$ cat config.mk
export PLATFORM = sky130hd
export DESIGN_NAME = sgm_frame_controller_flat
export DESIGN_NICKNAME = d
export VERILOG_FILES = /design/src/rtl/sgm_frame_controller_if.sv /design/src/rtl/sgm_frame_controller.sv /design/src/flat_wrapper.sv
export SDC_FILE = /design/constraint.sdc
export NUM_CORES = 1
export LEC_CHECK = 0
export CAP_MARGIN = 25
export CORE_MARGIN = 5
export CORE_UTILIZATION = 30
export DETAILED_ROUTE_END_ITERATION = 12
export PLACE_DENSITY = 0.6
export SLEW_MARGIN = 30
export SYNTH_ARGS = -nofsm -noshare
export SYNTH_HDL_FRONTEND = slang
export SYNTH_SLANG_ARGS = --single-unit
export TNS_END_PERCENT = 100
$ cat constraint.sdc
create_clock -name clk -period 3.7 [get_ports clk]
set_clock_uncertainty 0.1 [all_clocks]
set_input_delay 1.11 -clock clk [delete_from_list [all_inputs] [get_ports clk]]
set_output_delay 1.11 -clock clk [all_outputs]
set_load 0.03 [all_outputs]
$ cat src/rtl/sgm_frame_controller_if.sv
// Video-in / control-out bundle for sgm_frame_controller.
// frame_cnt / err_cnt exist only when SGM_CTRL_STATS_EN is defined.
interface sgm_frame_controller_if #(
  parameter int IMG_WIDTH  = 1280,
  parameter int IMG_HEIGHT = 720
);
  localparam int COL_W = (IMG_WIDTH  > 1) ? $clog2(IMG_WIDTH)  : 1;
  localparam int ROW_W = (IMG_HEIGHT > 1) ? $clog2(IMG_HEIGHT) : 1;

  logic             de_in;
  logic             h_sync_in;
  logic             v_sync_in;
  logic [COL_W-1:0] col_idx;
  logic [ROW_W-1:0] row_idx;
  logic             ctrl_valid;
  logic             path_rst_h;
  logic             path_rst_v;
  logic             disp_valid;
  logic             de_out;
  logic             h_sync_out;
  logic             v_sync_out;
  logic             frame_err;
`ifdef SGM_CTRL_STATS_EN
  logic [15:0]      frame_cnt;
  logic [7:0]       err_cnt;

  modport master (
    output de_in, h_sync_in, v_sync_in,
    input  col_idx, row_idx, ctrl_valid, path_rst_h, path_rst_v, disp_valid,
    input  de_out, h_sync_out, v_sync_out, frame_err, frame_cnt, err_cnt
  );
  modport slave (
    input  de_in, h_sync_in, v_sync_in,
    output col_idx, row_idx, ctrl_valid, path_rst_h, path_rst_v, disp_valid,
    output de_out, h_sync_out, v_sync_out, frame_err, frame_cnt, err_cnt
  );
`else
  modport master (
    output de_in, h_sync_in, v_sync_in,
    input  col_idx, row_idx, ctrl_valid, path_rst_h, path_rst_v, disp_valid,
    input  de_out, h_sync_out, v_sync_out, frame_err
  );
  modport slave (
    input  de_in, h_sync_in, v_sync_in,
    output col_idx, row_idx, ctrl_valid, path_rst_h, path_rst_v, disp_valid,
    output de_out, h_sync_out, v_sync_out, frame_err
  );
`endif
endinterface

$ cat src/rtl/sgm_frame_controller.sv
// SGM frame sequencer: pixel position tracking, path-cost resets, disparity mask, sync delay, framing errors.
// Optional statistics counters (frame_cnt, err_cnt) enabled by defining SGM_CTRL_STATS_EN.
module sgm_frame_controller #(
  parameter int IMG_WIDTH       = 1280,
  parameter int IMG_HEIGHT      = 720,
  parameter int DISPARITY_RANGE = 8,
  parameter int PIPE_LATENCY    = 4
) (
  input  logic                  clk,
  input  logic                  rst_n,
  sgm_frame_controller_if.slave vid
);
  localparam int COL_W      = (IMG_WIDTH  > 1) ? $clog2(IMG_WIDTH)  : 1;
  localparam int ROW_W      = (IMG_HEIGHT > 1) ? $clog2(IMG_HEIGHT) : 1;
  localparam int ROW_CNT_W  = $clog2(IMG_HEIGHT + 1);
  localparam int DISP_FIRST = DISPARITY_RANGE - 1;

  localparam logic [COL_W-1:0]     COL_LAST  = COL_W'(IMG_WIDTH - 1);
  localparam logic [ROW_CNT_W-1:0] ROW_LIMIT = ROW_CNT_W'(IMG_HEIGHT);

  typedef enum logic [1:0] {
    IDLE,
    WAIT_LINE,
    ACTIVE,
    BLANK
  } state_t;

  state_t               state;
  logic [COL_W-1:0]     col_cnt;
  logic [ROW_CNT_W-1:0] row_cnt;
  logic                 vs_q;

  logic [COL_W-1:0]     col_idx_q;
  logic [ROW_W-1:0]     row_idx_q;
  logic                 ctrl_valid_q;
  logic                 path_rst_h_q;
  logic                 path_rst_v_q;
  logic                 disp_valid_q;
  logic                 frame_err_q;

  logic                 vs_rise;
  logic                 accept;
  logic                 line_err;
  logic [COL_W-1:0]     pix_col;

  assign vs_rise = vid.v_sync_in & ~vs_q;

  // Decide whether this clock's de_in is a pixel, an error, or ignored; row_cnt equals ROW_LIMIT only
  // after the last allowed line has closed, so a new line then means too many lines.
  always_comb begin
    accept   = 1'b0;
    line_err = 1'b0;
    pix_col  = '0;
    if (!vs_rise && vid.de_in) begin
      case (state)
        ACTIVE: begin
          if (col_cnt == COL_LAST) begin
            line_err = 1'b1;
          end else begin
            accept  = 1'b1;
            pix_col = col_cnt + 1'b1;
          end
        end
        WAIT_LINE, BLANK: begin
          if (row_cnt == ROW_LIMIT) begin
            line_err = 1'b1;
          end else begin
            accept = 1'b1;
          end
        end
        default: ;
      endcase
    end
  end

  always_ff @(posedge clk or negedge rst_n) begin
    if (!rst_n) begin
      state        <= IDLE;
      col_cnt      <= '0;
      row_cnt      <= '0;
      vs_q         <= 1'b0;
      col_idx_q    <= '0;
      row_idx_q    <= '0;
      ctrl_valid_q <= 1'b0;
      path_rst_h_q <= 1'b0;
      path_rst_v_q <= 1'b0;
      disp_valid_q <= 1'b0;
      frame_err_q  <= 1'b0;
    end else begin
      vs_q         <= vid.v_sync_in;
      ctrl_valid_q <= accept;
      frame_err_q  <= line_err;
      path_rst_h_q <= accept && (pix_col == '0);
      path_rst_v_q <= accept && (row_cnt == '0);
      disp_valid_q <= accept && (int'(pix_col) >= DISP_FIRST);
      if (accept) begin
        col_idx_q <= pix_col;
        row_idx_q <= row_cnt[ROW_W-1:0];
      end

      if (vs_rise) begin
        state   <= WAIT_LINE;
        col_cnt <= '0;
        row_cnt <= '0;
      end else begin
        case (state)
          WAIT_LINE, BLANK: begin
            if (vid.de_in) begin
              if (line_err) begin
                state <= IDLE;
              end else begin
                state   <= ACTIVE;
                col_cnt <= '0;
              end
            end
          end
          ACTIVE: begin
            if (!vid.de_in) begin
              state   <= BLANK;
              col_cnt <= '0;
              if (row_cnt != ROW_LIMIT) begin
                row_cnt <= row_cnt + 1'b1;
              end
            end else if (line_err) begin
              state <= IDLE;
            end else begin
              col_cnt <= pix_col;
            end
          end
          default: ;
        endcase
      end
    end
  end

  assign vid.col_idx    = col_idx_q;
  assign vid.row_idx    = row_idx_q;
  assign vid.ctrl_valid = ctrl_valid_q;
  assign vid.path_rst_h = path_rst_h_q;
  assign vid.path_rst_v = path_rst_v_q;
  assign vid.disp_valid = disp_valid_q;
  assign vid.frame_err  = frame_err_q;

  // Sync delay line is free-running so downstream timing never depends on framing state.
  logic [2:0] sync_pipe [PIPE_LATENCY];

  always_ff @(posedge clk or negedge rst_n) begin
    if (!rst_n) begin
      for (int i = 0; i < PIPE_LATENCY; i++) begin
        sync_pipe[i] <= 3'b000;
      end
    end else begin
      sync_pipe[0] <= {vid.de_in, vid.h_sync_in, vid.v_sync_in};
      for (int i = 1; i < PIPE_LATENCY; i++) begin
        sync_pipe[i] <= sync_pipe[i-1];
      end
    end
  end

  assign vid.de_out     = sync_pipe[PIPE_LATENCY-1][2];
  assign vid.h_sync_out = sync_pipe[PIPE_LATENCY-1][1];
  assign vid.v_sync_out = sync_pipe[PIPE_LATENCY-1][0];

`ifdef SGM_CTRL_STATS_EN
  logic [15:0] frame_cnt_q;
  logic [7:0]  err_cnt_q;
  logic        frame_has_pix;

  // A frame only counts once it has delivered at least one pixel, so back-to-back vsyncs are not frames.
  always_ff @(posedge clk or negedge rst_n) begin
    if (!rst_n) begin
      frame_cnt_q   <= '0;
      err_cnt_q     <= '0;
      frame_has_pix <= 1'b0;
    end else begin
      if (vs_rise) begin
        frame_has_pix <= 1'b0;
        if (frame_has_pix) begin
          frame_cnt_q <= frame_cnt_q + 1'b1;
        end
      end else if (accept) begin
        frame_has_pix <= 1'b1;
      end
      if (line_err && (err_cnt_q != 8'hFF)) begin
        err_cnt_q <= err_cnt_q + 1'b1;
      end
    end
  end

  assign vid.frame_cnt = frame_cnt_q;
  assign vid.err_cnt   = err_cnt_q;
`endif
endmodule

$ cat src/flat_wrapper.sv
// flat-port wrapper written by rule: the top's interface ports become plain ports
module sgm_frame_controller_flat 
#(
  parameter int IMG_WIDTH       = 1280,
  parameter int IMG_HEIGHT      = 720,
  parameter int DISPARITY_RANGE = 8,
  parameter int PIPE_LATENCY    = 4
)
  (clk, rst_n, vid_de_in, vid_h_sync_in, vid_v_sync_in, vid_col_idx, vid_row_idx, vid_ctrl_valid, vid_path_rst_h, vid_path_rst_v, vid_disp_valid, vid_de_out, vid_h_sync_out, vid_v_sync_out, vid_frame_err);
  sgm_frame_controller_if #(.IMG_WIDTH(IMG_WIDTH), .IMG_HEIGHT(IMG_HEIGHT)) vid_i ();
  input  logic clk;
  input  logic rst_n;
  input wire logic [$bits(vid_i.de_in)-1:0] vid_de_in;
  input wire logic [$bits(vid_i.h_sync_in)-1:0] vid_h_sync_in;
  input wire logic [$bits(vid_i.v_sync_in)-1:0] vid_v_sync_in;
  output wire logic [$bits(vid_i.col_idx)-1:0] vid_col_idx;
  output wire logic [$bits(vid_i.row_idx)-1:0] vid_row_idx;
  output wire logic [$bits(vid_i.ctrl_valid)-1:0] vid_ctrl_valid;
  output wire logic [$bits(vid_i.path_rst_h)-1:0] vid_path_rst_h;
  output wire logic [$bits(vid_i.path_rst_v)-1:0] vid_path_rst_v;
  output wire logic [$bits(vid_i.disp_valid)-1:0] vid_disp_valid;
  output wire logic [$bits(vid_i.de_out)-1:0] vid_de_out;
  output wire logic [$bits(vid_i.h_sync_out)-1:0] vid_h_sync_out;
  output wire logic [$bits(vid_i.v_sync_out)-1:0] vid_v_sync_out;
  output wire logic [$bits(vid_i.frame_err)-1:0] vid_frame_err;
  assign vid_i.de_in = vid_de_in;
  assign vid_i.h_sync_in = vid_h_sync_in;
  assign vid_i.v_sync_in = vid_v_sync_in;
  assign vid_col_idx = vid_i.col_idx;
  assign vid_row_idx = vid_i.row_idx;
  assign vid_ctrl_valid = vid_i.ctrl_valid;
  assign vid_path_rst_h = vid_i.path_rst_h;
  assign vid_path_rst_v = vid_i.path_rst_v;
  assign vid_disp_valid = vid_i.disp_valid;
  assign vid_de_out = vid_i.de_out;
  assign vid_h_sync_out = vid_i.h_sync_out;
  assign vid_v_sync_out = vid_i.v_sync_out;
  assign vid_frame_err = vid_i.frame_err;
  sgm_frame_controller #(.IMG_WIDTH(IMG_WIDTH), .IMG_HEIGHT(IMG_HEIGHT), .DISPARITY_RANGE(DISPARITY_RANGE), .PIPE_LATENCY(PIPE_LATENCY)) u_core (.clk(clk), .rst_n(rst_n), .vid(vid_i));
endmodule
==> impl_results.md <==
* Slew HR at 0.471
* CTS tree: done
* FP Rows at 34
* Layout area overhead at 23.1%
* Hold Buf Count CTS at 0
* Worst EP arrival at 3.06 ns
* Leading area contributor after synthesis: dfrtp_1
* Ys Warns at 0
* Synth area leaders: dfrtp_1, a21o_1, mux2_4
* Setup crit end kind: flop
* Synthesized netlist cell count at 229
* Peak supply drop at 0.173 mV
* Residual DRC count at 0
* Worst skew pair latency at 0.34 ns
* Vias/cell at 4.81
* GRT Resource Usage Total at 0.102
* Post-Route WL at 5320 um
* Hold Startpoint: u_core.sync_pipe[8]$_DFF_PN0_
* Pin slew with the least headroom to its limit at 0.792 ns
* Initial cell density of the core at 0.308
* Max_cap viols at 0
* Number of top-level pins at 34
* R2R setup slack at 1.01 ns
* Count of pins over their slew limit at 0
* Critical path, cell by cell: clkdlybuf4s50_1 -> nand2b_1 -> nand3_1 -> nor2_1 -> nor2_4 -> mux2_2
* Hold EP: u_core.sync_pipe[5]$_DFF_PN0_
* Required @ worst endpoint at 3.82 ns
* Status: completed
* Crit Path Category: in2reg
* Port Buffer Count at 33
* Die width at 105 um
* # setup viols final at 0
* Worst flop-to-flop path endpoint: u_core.vid.row_idx[6]$_DFFE_PN0P_
* Post-route ant nets at 0
* Post-CTS sizing at 0
* Vias in the first global route at 1,752
* Worst Hold Depth at 0
* Synth Register Bits at 61
* Largest net degree at the start of global routing at 46
* Post-synth EDFFs at 0
* PnR worst setup slack at 0.756 ns
* Place WS at 0.337 ns
* RSZ-0062 raised after global routing: no
* P_leak at 1.58 nW
* Grt total ovfl at 0
* Root buf cell: clkbuf_8
* Worst min path class: reg2reg
* Reg-to-Reg Start: u_core.row_cnt[0]$_DFFE_PN0P_
* Sum of negative setup slack at 0 ns
* DR pass1 iterations at 4
* Logic pwr share at 0.111
* Ys flop type: dfrtp_1
* Final hold viol count at 0
* Final period utilization at 0.796
* Clock power frac at 0.420
* First-pass GRT wire length at 8940 um
* Antenna cells at 0
* Vias at 1,809
* Core Box Area at 0.00876 mm2
* Most frequent cells in the layout: dfrtp_1, clkdlybuf4s50_1, nor2_1
* Syn_nets at 237
* Max Freq at 0.340 GHz
* Slowest stage cell, crit path: nor2_4
* WL per Instance at 14.2 um
* Num CTS Buffers at 9
* Clock input transition at the sequential cells of the worst setup and hold paths at 0.06 ns
* Fraction of layout cells with a size suffix above 1 at 0.138
* Seq pwr share at 0.469
* Fillers at 853
* Post-CTS setup buffer count at 0
* CP Launch Type: input pin
* Switching share of power at 0.243
* Commonest non-fill, non-tap cell in the layout: dfrtp_1
* Full die area at 0.0110 mm2
* Die Y at 105 um
* Post-Syn Area per Cell at 11.8 um2
* Pint at 1.16 mW
* Tmin final at 2.94 ns
* CTS sink cnt at 61
* Longest Clk Path Bufs at 2
* Max H-tree Level at 3
* Unique masters post-synth at 50
* Total power at 1.53 mW
* Sw Pwr at 0.371 mW
* Cell area after technology mapping at 0.00270 mm2
* WHS at 0.250 ns
* Count of nets after finishing at 272
* Number of antenna violations at the first check in global routing at 0
* Reg2Reg Depth at 7
* Post-synth ARST share at 1.00
* DP HPWL at 3680 um
* Drt initial violations at 93
* Sequential area share after synthesis at 0.566
* Area share of the largest cell type after synthesis at 0.566
* CP Max Fanout at 18
* CP max stage delay at 0.50 ns
* Pwr/cell area at 461 mW/mm2
* Final RePlAce weighted congestion at 0.789
## per-layer routing
layer	track usage	wire (um)	share of wire
met5	0	0	0
met4	0.0521	127	0.024
met3	0.0351	302	0.057
met2	0.135	2210	0.42
met1	0.144	2680	0.50
## power groups by stage
| stage | combinational (mW) | clock, mW | sequential, mW |
|---|---|---|---|
| after floorplan | 0.0801 | 0 | 0.757 |
| after global placement | 0.170 | 0 | 0.730 |
| after detailed placement | 0.173 | 0 | 0.730 |
| after CTS | 0.174 | 0.658 | 0.718 |
| after global routing | 0.186 | 0.682 | 0.722 |
| final | 0.170 | 0.642 | 0.718 |
## kinds of logic after synthesis
group	synth area share
fa+ha+maj	0.0139
buf+inv	0.0413
simple gates	0.161
xor+xnor	0.0487
mux	0.0589
compound gates	0.110
flops	0.566
## cells in the mapped netlist (all sizes together), types with 2 or more instances
cell,n
nor2b,2
a31oi,2
inv,9
mux2,10
or3,3
and3,2
nor3b,4
clkbuf,4
nor2,22
a21oi,4
o21ai,5
or3b,2
ha,3
nand3,4
nand4,6
dfrtp,61
or4,2
buf,8
and4,2
xor2,6
a21o,17
nor3,6
nor4,4
xnor2,9
nand2,14
mux2i,2
## through the flow
step	utilization	cells	instance area, um2
detailed placement	0.354	361	3100
global placement	0.354	361	3100
CTS	0.378	376	3320
floorplan	-	229	2700
finish	0.379	376	3320
global route	0.379	376	3320
## critical path, delay by kind of cell
| kind | cells | cell delay [ns] |
|---|---|---|
| simple gates | 4 | 1.06 |
| buf+inv | 1 | 0.49 |
| mux | 1 | 0.40 |
## sequential cells by signal, indices dropped and copies added, names as in the netlist
register               count
u_core.col_cnt            11
u_core.vid.col_idx        11
u_core.row_cnt            10
u_core.vid.row_idx        10
u_core.sync_pipe           9
u_core.state               2
u_core.vid.ctrl_valid      1
u_core.vid.de_out          1
u_core.vid.disp_valid      1
u_core.vid.frame_err       1
u_core.vid.h_sync_out      1
u_core.vid.path_rst_h      1
u_core.vid.path_rst_v      1
u_core.vid.v_sync_out      1
## how the worst max path moves through the flow
stage,slack (ns),endpoint,start,cells after the start
2_1_floorplan,1.26,u_core.vid.row_idx[0]$_DFFE_PN0P_,vid_v_sync_in,6
3_3_place_gp,0.41,u_core.vid.row_idx[8]$_DFFE_PN0P_,vid_v_sync_in,6
3_5_place_dp,0.34,u_core.vid.row_idx[6]$_DFFE_PN0P_,vid_v_sync_in,6
4_1_cts,0.70,u_core.vid.row_idx[7]$_DFFE_PN0P_,vid_v_sync_in,6
5_1_grt,0.51,u_core.vid.row_idx[6]$_DFFE_PN0P_,vid_v_sync_in,6
6_report,0.76,u_core.vid.row_idx[6]$_DFFE_PN0P_,vid_v_sync_in,6
## area by class of cell
| type | count | area, um2 | share of cell area |
|---|---|---|---|
| Tap cell | 108 | 135 | 0.0407 |
| Clock buffer | 11 | 141 | 0.0426 |
| Clock inverter | 4 | 72.6 | 0.0219 |
| Sequential cell | 61 | 1530 | 0.460 |
| Multi-Input combinational cell | 147 | 1060 | 0.319 |
| Inverter | 9 | 33.8 | 0.0102 |
| Timing Repair Buffer | 36 | 350 | 0.106 |
(Power assumes the default switching activity.)
==> patch, RTL diff (same settings) <==
`PIPE_LATENCY` is set to 4 in 2 places; all go to 8.
--- a/src/rtl/sgm_frame_controller.sv
+++ b/src/rtl/sgm_frame_controller.sv
@@ -4,7 +4,7 @@
   parameter int IMG_WIDTH       = 1280,
   parameter int IMG_HEIGHT      = 720,
   parameter int DISPARITY_RANGE = 8,
-  parameter int PIPE_LATENCY    = 4
+  parameter int PIPE_LATENCY    = 8
 ) (
   input  logic                  clk,
   input  logic                  rst_n,
--- a/src/flat_wrapper.sv
+++ b/src/flat_wrapper.sv
@@ -4,7 +4,7 @@
   parameter int IMG_WIDTH       = 1280,
   parameter int IMG_HEIGHT      = 720,
   parameter int DISPARITY_RANGE = 8,
-  parameter int PIPE_LATENCY    = 4
+  parameter int PIPE_LATENCY    = 8
 )
   (clk, rst_n, vid_de_in, vid_h_sync_in, vid_v_sync_in, vid_col_idx, vid_row_idx, vid_ctrl_valid, vid_path_rst_h, vid_path_rst_v, vid_disp_valid, vid_de_out, vid_h_sync_out, vid_v_sync_out, vid_frame_err);
   sgm_frame_controller_if #(.IMG_WIDTH(IMG_WIDTH), .IMG_HEIGHT(IMG_HEIGHT)) vid_i ();
Function: changed (Yosys sat finds a counterexample within 10 cycles, from zero or initial values and one cycle with rst_n low).
==> patch against the unedited design <==
Sequential share of layout area is 2.6 points higher. Setup slack better by 0.021 ns. Critical path depth stayed put. Global-route usage is 0.34 points higher. Sequential cell count is 12 higher. Sequential power is 18% higher. Total power is 12% higher. Combinational power is 9% lower. Final area is 13% higher. Fmax is 0.73% higher. Count of clock-buffer cells in the layout is 2 lower. Routed wire length is 16% higher. Area after synthesis is 14% higher.
==> patch: results (changes against the unedited design) <==
stage	metric	value	unit	change
yosys	synth-seq-area-share	59.37	%	was 56.59%
critical_path	crit_arrival	3.09	ns	was 3.06 ns
placed_design	finalWeightedCongestion	0.8050		was 0.7889
route	vias_per_cell	4.798		was 4.811
route	dr.pass1.iters	5		was 4
pwr	cellLeakagePower	1.735	nW	was 1.582 nW
global_routing	grt_usage	10.50	%	was 10.16%
placed_design	place_hpwl	4115	µm	was 3675 µm
global_routing	grt_max_degree	74		was 46
global_routing	grt_pass1_vias	2098		was 1,752
status	outcome	completed		unchanged
final_layout	nets	298		was 272
placed_design	place_area	3522	µm²	was 3103 µm²
global_routing	grt_pass1_wl	10580	µm	was 8942 µm
yosys	synthTopCellsByArea	dfrtp_1 (59%), a21o_1 (2.9%), mux2_4 (2.9%)		was dfrtp_1 (57%), a21o_1 (4.7%), mux2_4 (3.9%)
pwr	internal_power	1.279	mW	was 1.159 mW
cts	clockBufferDepth	2		unchanged
critical_path	critPathMaxFanout	11		was 18
sta	final.min_clock_period	2.922	ns	was 2.944 ns
yosys	netlist_instances	255		was 229
sta	slew_headroom	56.44	%	was 47.09%
pwr	vdd_drop_max	0.0001818	V	was 0.0001726 V
final_layout	final-instance-count-excl-fill	431		was 376
cts	cts.clk_slew.worst_paths	0.08	ns	was 0.06 ns
final_layout	fillers	1005		was 853
cts	cts_buffers	9		unchanged
final_layout	layout-drive-gt1-share	12.88	%	was 13.81%
## patch: through the flow
step,util (%),power [mW],setup WS [ns]
2_1_floorplan,-,0.9587,1.077
3_3_place_gp,34.58,1.021,0.4815
3_5_place_dp,34.58,1.022,0.4359
4_1_cts,36.86,1.752,0.7840
5_1_grt,36.89,1.795,0.6368
6_report,36.89,1.719,0.7778
## patch: worst max-delay path, stage by stage
cell and delay [ns]:
clkdlybuf4s50_1 0.60, or3b_1 0.51, a31oi_4 0.24, nand2_1 0.16, or3_1 0.34, a21oi_1 0.14
## patch: cell type report
cell class	count	share of cell area (%)
clock inverters	7	2.864
flip-flops and latches	73	48.62
repair buffers	37	9.624
multi-input cells	162	30.37
clock buffers	9	3.297
well taps	136	4.529
inverters	7	0.6993
## patch: power groups by stage
stage	combinational (mW)	clock [mW]	sequential (mW)
2_1_floorplan	0.0762	0	0.883
3_3_place_gp	0.157	0	0.864
3_5_place_dp	0.157	0	0.865
4_1_cts	0.158	0.744	0.850
5_1_grt	0.170	0.771	0.854
6_report	0.155	0.714	0.850
## patch: per-layer routing
layer  GRT usage [%]  vias to the layer above  part of all wire (%)
met5               0                        -                     0
met4           3.974                        0                   1.8
met3           3.985                        8                   5.3
met2           16.24                       62                    47
met1           13.33                     1024                    46
li1                -                      974                     -
## patch: logic make-up (layout without fill, tap and decap cells)
group	Yosys count	after routing	share of synthesized area (%)
DFF	73	73	59.37
buffers and inverters	20	60	3.537
AOI/OAI and AO/OA	53	53	12.85
adders and majority gates	3	3	1.220
and+or+nand+nor	85	85	15.66
muxes	8	8	3.660
xor gates and xnor gates	13	13	3.701
## patch: final timing paths
path	cells past startpoint	startpoint	slack (ns)	endpoint
max reg2reg	6	u_core.col_cnt[0]$_DFFE_PN0P_	1.14	u_core.col_cnt[1]$_DFFE_PN0P_
min in group asynchronous	1	rst_n	0.67	u_core.sync_pipe[4]$_DFF_PN0_
min reg2reg	0	u_core.sync_pipe[15]$_DFF_PN0_	0.25	u_core.sync_pipe[12]$_DFF_PN0_
max in group asynchronous	1	rst_n	2.37	u_core.vid.col_idx[2]$_DFFE_PN0P_
max	6	vid_de_in	0.78	u_core.row_cnt[8]$_DFFE_PN0P_
min	0	u_core.sync_pipe[15]$_DFF_PN0_	0.25	u_core.sync_pipe[12]$_DFF_PN0_
